[src/rtl/spi_bus_bridge.sv]
// SPI slave to parallel bus bridge.
// Frames command, address and data words; supports burst and read prefetch.

module spi_bus_bridge #(
    parameter int ADDRESS_BUS_WIDTH = 16,
    parameter int DATA_BUS_WIDTH    = 16
) (
    input  logic                         i_clk,
    input  logic                         i_rst_n,
    input  logic                         i_cs,
    input  logic                         i_sck,
    input  logic                         i_mosi,
    output logic                         o_miso,
    output logic [7:0]                   o_command,
    output logic [ADDRESS_BUS_WIDTH-1:0] o_address,
    output logic [DATA_BUS_WIDTH-1:0]    o_write_data,
    output logic                         o_transaction_strobe,
    input  logic [DATA_BUS_WIDTH-1:0]    i_read_data
);
    localparam int AW = ADDRESS_BUS_WIDTH;
    localparam int DW = DATA_BUS_WIDTH;
    localparam int HW = (AW > DW) ? AW : DW;
    localparam int MW = (HW > 8) ? HW : 8;
    localparam int CW = $clog2(MW + 1);

    typedef enum logic [1:0] {IDLE, CMD, ADDR, DATA} state_t;
    state_t state, state_nx;

    logic [2:0]    cs_q;
    logic [2:0]    sck_q;
    logic [1:0]    mosi_q;
    logic          cs_s;
    logic          cs_fall;
    logic          sck_rise;
    logic          sck_fall;
    logic          mosi_s;

    logic [CW-1:0] cnt;
    logic [CW-1:0] last_cnt;
    logic          bit_last;
    logic [MW-2:0] in_sr;
    logic [MW-1:0] in_next;
    logic [DW-1:0] miso_sr;
    logic [DW-1:0] rd_word;
    logic          rd_pend;
    logic          first_wr;
    logic          strobe;
    logic [1:0]    stb_d;
    logic [7:0]    cmd_q;
    logic [AW-1:0] addr_q;
    logic [DW-1:0] wdata_q;

    // Two-flop synchronizers plus one history flop for edge detection.
    always_ff @(posedge i_clk or negedge i_rst_n) begin
        if (!i_rst_n) begin
            cs_q   <= 3'b111;
            sck_q  <= 3'b000;
            mosi_q <= 2'b00;
        end else begin
            cs_q   <= {cs_q[1:0], i_cs};
            sck_q  <= {sck_q[1:0], i_sck};
            mosi_q <= {mosi_q[0], i_mosi};
        end
    end

    assign cs_s     = cs_q[1];
    assign cs_fall  = cs_q[2] & ~cs_q[1];
    assign sck_rise = sck_q[1] & ~sck_q[2];
    assign sck_fall = ~sck_q[1] & sck_q[2];
    assign mosi_s   = mosi_q[1];
    assign in_next  = {in_sr, mosi_s};

    // Frame phase register.
    always_ff @(posedge i_clk or negedge i_rst_n) begin
        if (!i_rst_n) state <= IDLE;
        else          state <= state_nx;
    end

    // Phase length, last-bit detect and next phase; CS high aborts.
    always_comb begin
        last_cnt = '0;
        case (state)
            CMD:     last_cnt = CW'(7);
            ADDR:    last_cnt = CW'(AW - 1);
            DATA:    last_cnt = CW'(DW - 1);
            default: last_cnt = '0;
        endcase
        bit_last = (state != IDLE) && !cs_s && sck_rise && (cnt == last_cnt);
        state_nx = state;
        case (state)
            IDLE:    if (cs_fall) state_nx = CMD;
            CMD:     if (cs_s) state_nx = IDLE;
                     else if (bit_last) state_nx = ADDR;
            ADDR:    if (cs_s) state_nx = IDLE;
                     else if (bit_last) state_nx = DATA;
            DATA:    if (cs_s) state_nx = IDLE;
            default: state_nx = IDLE;
        endcase
    end

    // Shifting, field latching, strobes, read capture and MISO shifter.
    always_ff @(posedge i_clk or negedge i_rst_n) begin
        if (!i_rst_n) begin
            cnt      <= '0;
            in_sr    <= '0;
            miso_sr  <= '0;
            rd_word  <= '0;
            rd_pend  <= 1'b0;
            first_wr <= 1'b1;
            strobe   <= 1'b0;
            stb_d    <= 2'b00;
            cmd_q    <= '0;
            addr_q   <= '0;
            wdata_q  <= '0;
        end else begin
            strobe <= 1'b0;
            stb_d  <= {stb_d[0], strobe};
            if (stb_d[1]) begin
                rd_word <= i_read_data;
                rd_pend <= 1'b1;
            end
            if (state == IDLE || cs_s) begin
                cnt      <= '0;
                in_sr    <= '0;
                miso_sr  <= '0;
                rd_pend  <= 1'b0;
                first_wr <= 1'b1;
            end else begin
                if (sck_rise) begin
                    in_sr <= in_next[MW-2:0];
                    cnt   <= bit_last ? '0 : cnt + 1'b1;
                end
                if (bit_last) begin
                    case (state)
                        CMD: cmd_q <= in_next[7:0];
                        ADDR: begin
                            addr_q <= in_next[AW-1:0];
                            strobe <= !cmd_q[0];
                        end
                        DATA: begin
                            strobe <= 1'b1;
                            if (cmd_q[0]) begin
                                wdata_q  <= in_next[DW-1:0];
                                first_wr <= 1'b0;
                                if (!first_wr) addr_q <= addr_q + 1'b1;
                            end else begin
                                addr_q <= addr_q + 1'b1;
                            end
                        end
                        default: ;
                    endcase
                end
                if (sck_fall) begin
                    if (rd_pend) begin
                        miso_sr <= rd_word;
                        rd_pend <= 1'b0;
                    end else begin
                        miso_sr <= {miso_sr[DW-2:0], 1'b0};
                    end
                end
            end
        end
    end

    assign o_miso               = (state == DATA) && !cmd_q[0] && miso_sr[DW-1];
    assign o_command            = cmd_q;
    assign o_address            = addr_q;
    assign o_write_data         = wdata_q;
    assign o_transaction_strobe = strobe;

endmodule

[config.mk]
export PLATFORM = sky130hd
export DESIGN_NAME = spi_bus_bridge
export DESIGN_NICKNAME = d
export VERILOG_FILES = /design/src/rtl/spi_bus_bridge.sv
export SDC_FILE = /design/constraint.sdc
export NUM_CORES = 1
export LEC_CHECK = 0
export BUFFER_PORTS_ARGS = -buffer_cell sky130_fd_sc_hd__buf_2
export CAP_MARGIN = 0
export CORE_MARGIN = 1
export CORE_UTILIZATION = 50
export CTS_CLUSTER_SIZE = 40
export DETAILED_ROUTE_END_ITERATION = 7
export PLACE_DENSITY_LB_ADDON = 0.2
export SLEW_MARGIN = 25
export SYNTH_ARGS = -nofsm -noshare
export SYNTH_HDL_FRONTEND = slang
export SYNTH_SLANG_ARGS = --single-unit
[constraint.sdc]
create_clock -name i_clk -period 4.45 [get_ports i_clk]
set_clock_uncertainty 0.15 [all_clocks]
set_input_delay 1.335 -clock i_clk [delete_from_list [all_inputs] [get_ports i_clk]]
set_output_delay 1.335 -clock i_clk [all_outputs]
set_load 0.02 [all_outputs]
# Word level (Yosys, flattened, before mapping)
# Index checks and enable logic that the tools add are counted.
dict set report classes {
  reduce_logical 22
  n_addsub 2
  bitwise_logic 7
  eq_ne 9
  muxes 30
}
# operator n
set ops {}
lappend ops {{16-bit 2-to-1 mux} 5}
lappend ops {{16-bit case mux with 2 select lines} 1}
lappend ops {{15-bit 2-to-1 mux} 2}
lappend ops {{16-bit by 1-bit adder with 16-bit output (second input constant)} 1}
lappend ops {{5-bit 2-to-1 mux} 3}
lappend ops {{2-bit nonzero test} 7}
lappend ops {{2-bit 2-to-1 mux} 6}
lappend ops {{4-bit AND reduction} 3}
lappend ops {{1-bit 2-to-1 mux} 10}
lappend ops {{3-bit inequality test (second input constant)} 3}
lappend ops {{2-bit case mux with 4 select lines} 1}
lappend ops {{4-bit case mux with 2 select lines} 1}
lappend ops {{3-bit AND reduction} 2}
lappend ops {{5-bit by 1-bit adder with 5-bit output (second input constant)} 1}
lappend ops {{5-bit == test} 1}
lappend ops {{1-bit logical AND} 5}
lappend ops {{2-bit == test (second input constant)} 2}
lappend ops {{2-bit inequality test (second input constant)} 2}
lappend ops {{1-bit NOT} 4}
lappend ops {{1-bit bitwise AND} 3}
lappend ops {{2-bit by 1-bit == test with 1-bit output (second input constant)} 1}
lappend ops {{1-bit logical NOT} 2}
lappend ops {{2-bit logical NOT} 1}
lappend ops {{1-bit case mux with 2 select lines} 1}
lappend ops {{other kinds (2)} 2}
dict set report word_totals {
  out_inout_bits 42
  in_bits 21
  elab_cells 85
  regBits 107
}

# Longest topological paths before layout
dict set report depth {
  ltp_word 8
  ltp_mapped 7
  mapped_depth_nobuf 6
}

# Worst setup path after synthesis
# No wires, ideal clock.
dict set report synth_timing {
  kind {register to output}
  startpoint {register state[0]}
  endpoint {output port o_miso}
  arrival_ns 1.324
  setup_slack_ns 1.641
  required_ns 2.965
  path_stages_with_launch 5
  path_buffers 2
  path_cell_list {dfrtp_1 buf_2 nand2_1 clkbuf_1 nor3b_1}
}
dict set report synth_via {
  elab_chain_len 3
}
# element line_no
set synth_lines {}
lappend synth_lines {{from (decl)} 27} ;# state_t state, state_nx;
lappend synth_lines {{from (signal assigned)} 76} ;# else state <= state_nx;
lappend synth_lines {{2-bit == test} 165} ;# assign o_miso = (state == DATA) && !cmd_q[0] && miso_sr[DW-1];
lappend synth_lines {{1-bit logical AND (2 in a row)} 165}
lappend synth_lines {{to (decl)} 13} ;# output logic o_miso,
# No other way between the ends.

# Worst setup path in the final report
# Ends and elaborated chain as after synthesis.

==> flow_summary.toml <==
[synth]
synth_seq_area_share_pct = 57.4
synth_top_area_share_pct = 55.1
ys_seq_elements = 107
ys_top_cells_by_area = "dfrtp_1 55%, mux2_2 7.7%, a21oi_1 4.8%"
async_reset_ff_share_pct = 100
synth_cell_types = 46
synth_top_flop_cell = "dfrtp_1"
synth_edf_count = 0
yosysTopAreaCell = "dfrtp_1"
synthesis.area_mm2 = 0.00468
syn-mean-instance-area_um2 = 11.3
syn-num-nets = 435
synthCells = 412
yosys_warnings = 0

[floorplan]
die_x_um = 98.7
coreArea_mm2 = 0.00889
start_util_pct = 52.6
die_height_um = 98.7
rows = 34
die_area_mm2 = 0.00974
io_pins = 63

[setup_path]
slowest_delay_ns = 0.53
path_class = "flop to output pin"
critical_path.top_delay_family = "simple AND/OR/NAND/NOR gates"
crit_path_start_kind = "flop"
arrival_ns = 1.74
worstPathRequired_ns = 2.96
cp_num_buf_inv = 1
reg2regPathDepth = 5
slowest_stage = "dfrtp_1"
path_cells = "nand2_1, nor3b_1, buf_2"
r2r-start = "state[1]"
reg2reg_to = "o_address[15]"
cp_max_fo = 13
rrSetupSlack_ns = 1.99
endpoint_kind = "output pin"

[routing]
drtIter0Drc = 140
drt_first_pass_iters = 4
wl_per_cell_um = 16.1
ant_nets = 0
totalWireLength_um = 9250
vias = 3258
viasPerCell = 5.69
drc_errors = 0

[power_and_ir_drop]
comb_power_share_pct = 3.7
p_switching_mw = 0.364
powerDensity_mw_per_mm2 = 302
p_leak_nw = 2.45
p_seq_share_pct = 63.0
switching_share_pct = 23.2
p_int_mw = 1.20
ir_drop_mv = 0.174
pwr-share-clk_pct = 33.3
total_power_mw = 1.57

[min_path]
hold_depth = 0
min_from = "sck_q[0]"
worstHoldEndpoint = "sck_q[1]"
min_path_type = "flop to flop"

[grt]
grt_pass1_vias = 3172
antenna_found_initial = 0
grt_overflow = 0
track_usage_pct = 20.9
grt_first_pass_wirelength_um = 15900
grt_max_degree = 87

[cts]
numCtsBuffers = 9
ctsResizeCount = 0
cts_tree = "built"
clock-sinks = 107
root_buffer = "clkbuf_8"
htree_num_levels = 3
cts_hold_buffers = 0
cts.path.max_buffers = 2
insertion_delay_ns = 0.36
clk_pin_slew_ns = 0.09
post_cts_buffers = 0

[timing]
period_share_pct = 72.5
clock.fmax_ghz = 0.310
hold_viol = 0
setup_ws_ns = 1.22
rsz0062_at_grt = "false"
fin_crit_ns = 3.23
setup_viol = 0
worst_slew_pin_slew_ns = 0.928
setup-tns-final_ns = 0
slew_headroom_pct = 38.1
slew_viol_final = 0

[finish]
area_growth_pct = 10.8
drive_above_1_share_pct = 28.8
nets = 483
n_antenna_cell = 0
fin_util_pct = 58.3

[status]
outcome = "finished clean"

[run]
maxCapViolations = 0

[placed_design]
port_buffers = 62
dp_slack_ns = 1.62
place_hpwl_um = 6200
gp_congestion = 0.838
[synth_stat cells (2+ instances only)]
master / instances
a21oi_1: 45
or4_1: 2
nor2_1: 27
clkbuf_1: 16
nand4_1: 5
dfrtp_1: 103
mux2_4: 9
o21ai_0: 13
o22ai_1: 4
buf_2: 2
buf_4: 3
nor2b_1: 2
dfstp_2: 4
nor4_1: 2
mux2_2: 32
a22o_1: 2
mux2i_1: 17
nand2b_1: 3
or3_1: 2
nor3_1: 3
or2_2: 3
a211oi_1: 16
ha_1: 2
buf_6: 3
nand3_1: 12
and3_1: 3
nand2_1: 56
buf_1: 3
[sequential cells by signal, summed over array words and instances, names as in the netlist]
name / flops
stb_d: 2
first_wr: 1
cs_q: 3
o_write_data: 16
rd_pend: 1
cnt: 5
sck_q: 3
o_address: 16
in_sr: 15
miso_sr: 16
rd_word: 16
o_transaction_strobe: 1
o_command: 8
mosi_q: 2
state: 2
[cells in the final DEF, fill, tap and decap left out, types with 4 or more instances in the layout]
| master | n |
|---|---|
| mux2_2 | 32 |
| mux2i_1 | 17 |
| a211oi_1 | 16 |
| mux2_4 | 9 |
| clkbuf_8 | 9 |
| dfstp_2 | 4 |
| nand4_1 | 5 |
| o21ai_0 | 13 |
| a21oi_1 | 45 |
| nand3_1 | 12 |
| nor2_1 | 27 |
| dfrtp_1 | 103 |
| buf_2 | 61 |
| o22ai_1 | 4 |
| nand2_1 | 56 |
[layer usage]
metal  up-vias  share of wire (%)  track usage, %
met1      1603                 47            30.2
met3        16                3.6            3.40
met4         0                2.0            8.50
met2        83                 47            31.8
met5         -                  0               0
li1       1556                  -               -
[stage by stage]
| step | hold slack, ns | cell area, um2 | instances |
|---|---|---|---|
| after floorplan | 0.181 | 4680 | 412 |
| after global routing | 0.214 | 5180 | 573 |
| after detailed placement | 0.185 | 5010 | 557 |
| after CTS | 0.205 | 5180 | 573 |
| final | 0.203 | 5180 | 573 |
| after global placement | 0.182 | 5010 | 557 |
[final cells by class]
| type | count | area (um2) |
|---|---|---|
| Fill cell | 775 | 3710 |
| Sequential cell | 107 | 2680 |
| Multi-Input combinational cell | 278 | 1860 |
| Timing Repair Buffer | 64 | 340 |
| Clock buffer | 12 | 135 |
| Tap cell | 108 | 135 |
| Clock inverter | 4 | 27.5 |
[power groups by stage]
| stage | Sequential [mW] | Combinational [mW] | Clock (mW) |
|---|---|---|---|
| CTS | 0.987 | 0.0594 | 0.531 |
| finish | 0.987 | 0.0573 | 0.521 |
| global route | 0.988 | 0.0661 | 0.571 |
| global placement | 1.01 | 0.0581 | 0 |
| detailed placement | 1.01 | 0.0595 | 0 |
| floorplan | 1.00 | 0.0277 | 0 |
[cell families after synthesis]
kind of cell	after synthesis	share of synthesized area (%)
and+or+nand+nor	129	13.5
buffers and inverters	27	2.94
AOI/OAI and AO/OA	87	10.9
adders and majority gates	2	0.535
muxes	58	14.2
xor gates and xnor gates	2	0.535
DFF	107	57.4
[worst max path at each step]
stage,cells past startpoint,end,start
3_3_place_gp,3,o_miso,state[0]
6_report,3,o_miso,state[0]
4_1_cts,3,o_miso,state[0]
3_5_place_dp,3,o_miso,state[0]
2_1_floorplan,4,o_miso,state[0]
5_1_grt,3,o_miso,state[0]
No activity file was read; power rests on OpenSTA's default activity.
